<file path="src/rtl/serial_tx_scheduler.sv">
// serial_tx_scheduler
// Round-robin scheduler that shares one parallel-in/serial-out shifter
// between NREQ requesters. A pending word is granted only while idle. It is
// loaded into the shift register and sent MSB-first with framing qualifiers.
// A programmable idle gap follows every frame.
//
// Ports:
//   clk          clock, all logic on the rising edge
//   reset        synchronous, active-high reset
//   req_i        per-requester request, held high until acknowledged
//   data_i       word i at data_i[i*WIDTH +: WIDTH], stable while req_i[i] high
//   ack_o        one-cycle, one-hot pulse: word of requester i captured
//   ser_out_o    serial data bit, MSB first
//   ser_valid_o  high while ser_out_o carries a frame bit
//   ser_first_o  high on the first bit of each frame
//   ser_id_o     index of the requester owning the current frame
//   busy_o       high while shifting or in the inter-frame gap
module serial_tx_scheduler #(
    parameter int WIDTH = 4,
    parameter int NREQ  = 4,
    parameter int GAP   = 1,
    parameter int IDW   = 2
) (
    input  logic                    clk,
    input  logic                    reset,
    input  logic [NREQ-1:0]         req_i,
    input  logic [NREQ*WIDTH-1:0]   data_i,
    output logic [NREQ-1:0]         ack_o,
    output logic                    ser_out_o,
    output logic                    ser_valid_o,
    output logic                    ser_first_o,
    output logic [IDW-1:0]          ser_id_o,
    output logic                    busy_o
);

    localparam int CW      = (WIDTH > 1) ? $clog2(WIDTH) : 1;
    localparam int GW      = (GAP > 1) ? $clog2(GAP) : 1;
    localparam int GapLast = (GAP > 0) ? GAP - 1 : 0;

    typedef enum logic [1:0] {
        S_IDLE,
        S_SHIFT,
        S_GAP
    } state_t;

    state_t             state_q, state_d;
    logic [WIDTH-1:0]   shreg_q, shreg_d;
    logic [CW-1:0]      bitcnt_q, bitcnt_d;
    logic [GW-1:0]      gapcnt_q, gapcnt_d;
    logic [NREQ-1:0]    ack_q, ack_d;
    logic               valid_q, valid_d;
    logic               first_q, first_d;
    logic [IDW-1:0]     id_q, id_d;
    logic               busy_q, busy_d;
    logic [IDW-1:0]     ptr_q, ptr_d;

    logic [WIDTH-1:0]   words [NREQ];
    logic               found;
    logic [IDW-1:0]     winner;
    logic [IDW-1:0]     cand;

    for (genvar g = 0; g < NREQ; g++) begin : g_unpack
        assign words[g] = data_i[g*WIDTH +: WIDTH];
    end

    // Round-robin search: start just after the last winner and wrap, so the
    // most recently served requester has the lowest priority next time.
    always_comb begin
        found  = 1'b0;
        winner = '0;
        cand   = '0;
        for (int k = 1; k <= NREQ; k++) begin
            cand = IDW'((int'(ptr_q) + k) % NREQ);
            if (!found && req_i[cand]) begin
                found  = 1'b1;
                winner = cand;
            end
        end
    end

    // Next-state logic. Qualifiers are computed one cycle ahead so every
    // output comes straight from a flop. The shift register drains to zero
    // after WIDTH shifts, so ser_out is naturally low outside a frame.
    always_comb begin
        state_d  = state_q;
        shreg_d  = shreg_q;
        bitcnt_d = bitcnt_q;
        gapcnt_d = gapcnt_q;
        ack_d    = '0;
        valid_d  = valid_q;
        first_d  = 1'b0;
        id_d     = id_q;
        busy_d   = busy_q;
        ptr_d    = ptr_q;
        unique case (state_q)
            S_IDLE: begin
                valid_d = 1'b0;
                busy_d  = 1'b0;
                if (found) begin
                    shreg_d        = words[winner];
                    ack_d[winner]  = 1'b1;
                    id_d           = winner;
                    ptr_d          = winner;
                    bitcnt_d       = '0;
                    valid_d        = 1'b1;
                    first_d        = 1'b1;
                    busy_d         = 1'b1;
                    state_d        = S_SHIFT;
                end
            end
            S_SHIFT: begin
                shreg_d  = {shreg_q[WIDTH-2:0], 1'b0};
                bitcnt_d = bitcnt_q + CW'(1);
                if (bitcnt_q == CW'(WIDTH - 1)) begin
                    valid_d  = 1'b0;
                    bitcnt_d = '0;
                    if (GAP > 0) begin
                        gapcnt_d = '0;
                        state_d  = S_GAP;
                    end else begin
                        busy_d  = 1'b0;
                        state_d = S_IDLE;
                    end
                end
            end
            S_GAP: begin
                if (gapcnt_q == GW'(GapLast)) begin
                    busy_d  = 1'b0;
                    state_d = S_IDLE;
                end else begin
                    gapcnt_d = gapcnt_q + GW'(1);
                end
            end
            default: begin
                state_d = S_IDLE;
            end
        endcase
    end

    // State register. Reset aborts any frame in flight and re-arms the
    // pointer so requester 0 is searched first.
    always_ff @(posedge clk) begin
        if (reset) begin
            state_q  <= S_IDLE;
            shreg_q  <= '0;
            bitcnt_q <= '0;
            gapcnt_q <= '0;
            ack_q    <= '0;
            valid_q  <= 1'b0;
            first_q  <= 1'b0;
            id_q     <= '0;
            busy_q   <= 1'b0;
            ptr_q    <= IDW'(NREQ - 1);
        end else begin
            state_q  <= state_d;
            shreg_q  <= shreg_d;
            bitcnt_q <= bitcnt_d;
            gapcnt_q <= gapcnt_d;
            ack_q    <= ack_d;
            valid_q  <= valid_d;
            first_q  <= first_d;
            id_q     <= id_d;
            busy_q   <= busy_d;
            ptr_q    <= ptr_d;
        end
    end

    assign ack_o       = ack_q;
    assign ser_out_o   = shreg_q[WIDTH-1];
    assign ser_valid_o = valid_q;
    assign ser_first_o = first_q;
    assign ser_id_o    = id_q;
    assign busy_o      = busy_q;

endmodule
</file>
<file path="config.mk">
export PLATFORM = sky130hd
export DESIGN_NAME = serial_tx_scheduler
export DESIGN_NICKNAME = d
export VERILOG_FILES = /design/src/rtl/serial_tx_scheduler.sv
export SDC_FILE = /design/constraint.sdc
export NUM_CORES = 1
export LEC_CHECK = 0
export CAP_MARGIN = 40
export CORE_ASPECT_RATIO = 1.5
export CORE_MARGIN = 5
export CORE_UTILIZATION = 45
export CTS_BUF_LIST = sky130_fd_sc_hd__clkbuf_2
export CTS_CLUSTER_DIAMETER = 30
export DETAILED_ROUTE_END_ITERATION = 10
export GPL_ROUTABILITY_DRIVEN = 0
export PLACE_DENSITY = 0.8
export SLEW_MARGIN = 20
export SYNTH_ARGS = -nofsm -noshare
export SYNTH_HDL_FRONTEND = slang
export SYNTH_SLANG_ARGS = --single-unit
</file>
<file path="constraint.sdc">
create_clock -name clk -period 2.22 [get_ports clk]
set_input_delay 0.444 -clock clk [delete_from_list [all_inputs] [get_ports clk]]
set_output_delay 0.444 -clock clk [all_outputs]
set_load 0.02 [all_outputs]
</file>
==> results.txt <==
fillers = 167
internal power = 0.000567 W
status = completed
sequential-to-total area share from yosys stat = 0.398
final setup violation count = 0
CP Cell Sequence = clkdlybuf4s50_1, or2_1, a22o_1, a211oi_4, mux2_1, a221o_1
worst-margin pin slew = 0.389 ns
syn_nets = 134
Top delay family on crit path = compound AO/OA/AOI/OAI gates
WS Path Type = in2reg
IO Port Bufs = 31
pins over their slew limit = 0
final worst path period share = 0.960
Core ar. = 2030 um2
Detail Route Antenna Nets = 0
vias per inst = 5.44
1st-pass router iterations = 4
Hold Path Class = reg2reg
Mapped Area = 955 um2
Switching Power = 0.000259 W
CTS H-tree lvls = 1
skew final = 0.00752 ns
initial antenna violation count = 0
Critical Path Slowest Stage Cell = clkdlybuf4s50_1
Power Dens Cells = 576 nW/um2
Hold-fix buffers, CTS = 0
RSZ-0062 raised after global routing = false
Fmax achieved = 469 MHz
Post-Syn Area per Cell = 8.60 um2
commonest non-fill, non-tap cell in the layout = clkdlybuf4s50_1
CP Capture Type = flop
FF+latch count, synth = 19
Sw Ratio = 0.313
Worst slew margin = 0.740
number of synthesized flops with an enable pin = 0
DRT Wirelength = 2.57 mm
critical path arrival = 2.36 ns
Setup Buffers After CTS = 0
final setup TNS = 0 ns
die span in y = 66.4 um
ys flop type = dfxtp_1
Clock power frac = 0.183
DR vias = 990
max_cap viols = 0
Tot Pwr = 0.000825 W
Worst IR Drop VDD = 0.476 mV
die area = 3160 um2
DRC errors left = 0
vias in the first global route = 1,040
Post-synth ARST share = 0
worst skew pair latency = 0.32 ns
GRT overflow = 0
DP Wirelength = 2.04 mm
CP max stage delay = 0.41 ns
ratio of cells with drive above 1 in the final layout = 0.163
CTS tree = done
clock buffer depth = 2
placed cell areas = 1410 um2
initial drt markers = 24
ANT cells = 0
Initial Utilization = 0.471
# nets final = 184
total I/O pin count = 32
design area = 1430 um2
area grow syn2layout = 49.9%
CTS buffer count = 3
CTS root buf = clkbuf_2
sequential power share = 0.483
first-pass GRT wire length = 4.23 mm
clock sink total = 19
crit start category = input pin
post-route non-filler standard cell count = 182
GRT Total Usage = 0.185
YS warnings = 0
Final min period = 2.13 ns
largest net degree at the start of global routing = 14
final hold violation count = 0
Reg clk slew, reported paths = 0.18 ns
most frequent cells in the layout = clkdlybuf4s50_1 (31), dfxtp_1 (19), buf_4 (19)
required time of the critical path = 2.44 ns
Wirelength per Cell = 14.1 um
worst path bufs/invs = 1
CP max FO = 4
Netlist cell types = 34
Syn Inst Count = 111
Leakage = 0.608 nW
Resize count post-CTS = 0
die width = 47.6 um
DP Cell Count = 178
combinational power share = 0.334
# rows = 20
[cell families after synthesis]
group | Yosys count | synth area share
AO/OA/AOI/OAI | 42 | 0.301
adder cells (fa/ha/maj) | 1 | 0.0131
buffers and inverters | 11 | 0.0485
flip-flops | 19 | 0.398
multiplexers | 5 | 0.0564
AND/OR/NAND/NOR | 33 | 0.182
[sequential cells by signal, indices dropped and copies added, names as in the netlist]
signal / flops
ack_o: 4
ptr_q: 2
state_q: 2
bitcnt_q: 2
ser_valid_o: 1
busy_o: 1
shreg_q: 4
ser_first_o: 1
ser_id_o: 2
[final timing paths]
path | startpoint | to | slack (ns) | depth (start not counted)
worst max-delay path | req_i[0] | shreg_q[1] | 0.09 | 6
worst min-delay path | busy_o | busy_o | 0.49 | 2
worst max register to register | ptr_q[1] | shreg_q[1] | 0.34 | 4
worst min register to register | busy_o | busy_o | 0.49 | 2
[power groups by stage]
stage	Sequential [W]	Clock (W)	Combinational, W
2_1_floorplan	0.000415	0	0.000130
3_3_place_gp	0.000404	0	0.000268
3_5_place_dp	0.000405	0	0.000276
4_1_cts	0.000398	0.000158	0.000278
5_1_grt	0.000403	0.000176	0.000302
6_report	0.000399	0.000151	0.000276
[synthesized netlist by cell type (3+ instances only)]
master	instances	area (um2)
nor2_1	13	48.8
nand2b_1	6	37.5
inv_1	5	18.8
or2_1	3	18.8
a21oi_1	13	65.1
o21ai_0	8	40.0
a221o_1	4	40.0
mux2_1	3	33.8
dfxtp_1	19	380
a211oi_1	4	30.0
buf_2	4	20.0
[layout make-up]
class                      count  area, um2  share of cell area
clock buffer                   3       15.0              0.0105
tap                           22       27.5              0.0192
multi-input combinational     81        528               0.369
inverter                       6       22.5              0.0157
clock inverter                 1       5.00             0.00350
sequential                    19        380               0.266
timing repair buffer          50        453               0.316
[metal layers]
| metal | vias up | GRT usage | wire length (um) | part of all wire |
|---|---|---|---|---|
| li1 | 503 | - | - | - |
| met5 | - | 0 | 0 | 0 |
| met2 | 25 | 0.305 | 1320 | 0.52 |
| met1 | 454 | 0.209 | 1030 | 0.40 |
| met4 | 0 | 0.108 | 87 | 0.034 |
| met3 | 8 | 0.0354 | 122 | 0.047 |
[worst register-to-register path: cells and delay by family, from the launching register on]
kind           cells  cell delay, ns
multiplexers       1            0.37
AO/OA/AOI/OAI      3            0.85
flip-flops         1            0.58
[metrics by stage]
step,util,setup slack (ns),hold slack [ns]
floorplan,-,0.192,0.450
global placement,0.696,-0.180,0.457
detailed placement,0.696,-0.263,0.464
CTS,0.706,0.0926,0.489
global route,0.706,0.0568,0.510
finish,0.706,0.0879,0.486
Note: power is estimated with default switching activity, not from simulation.
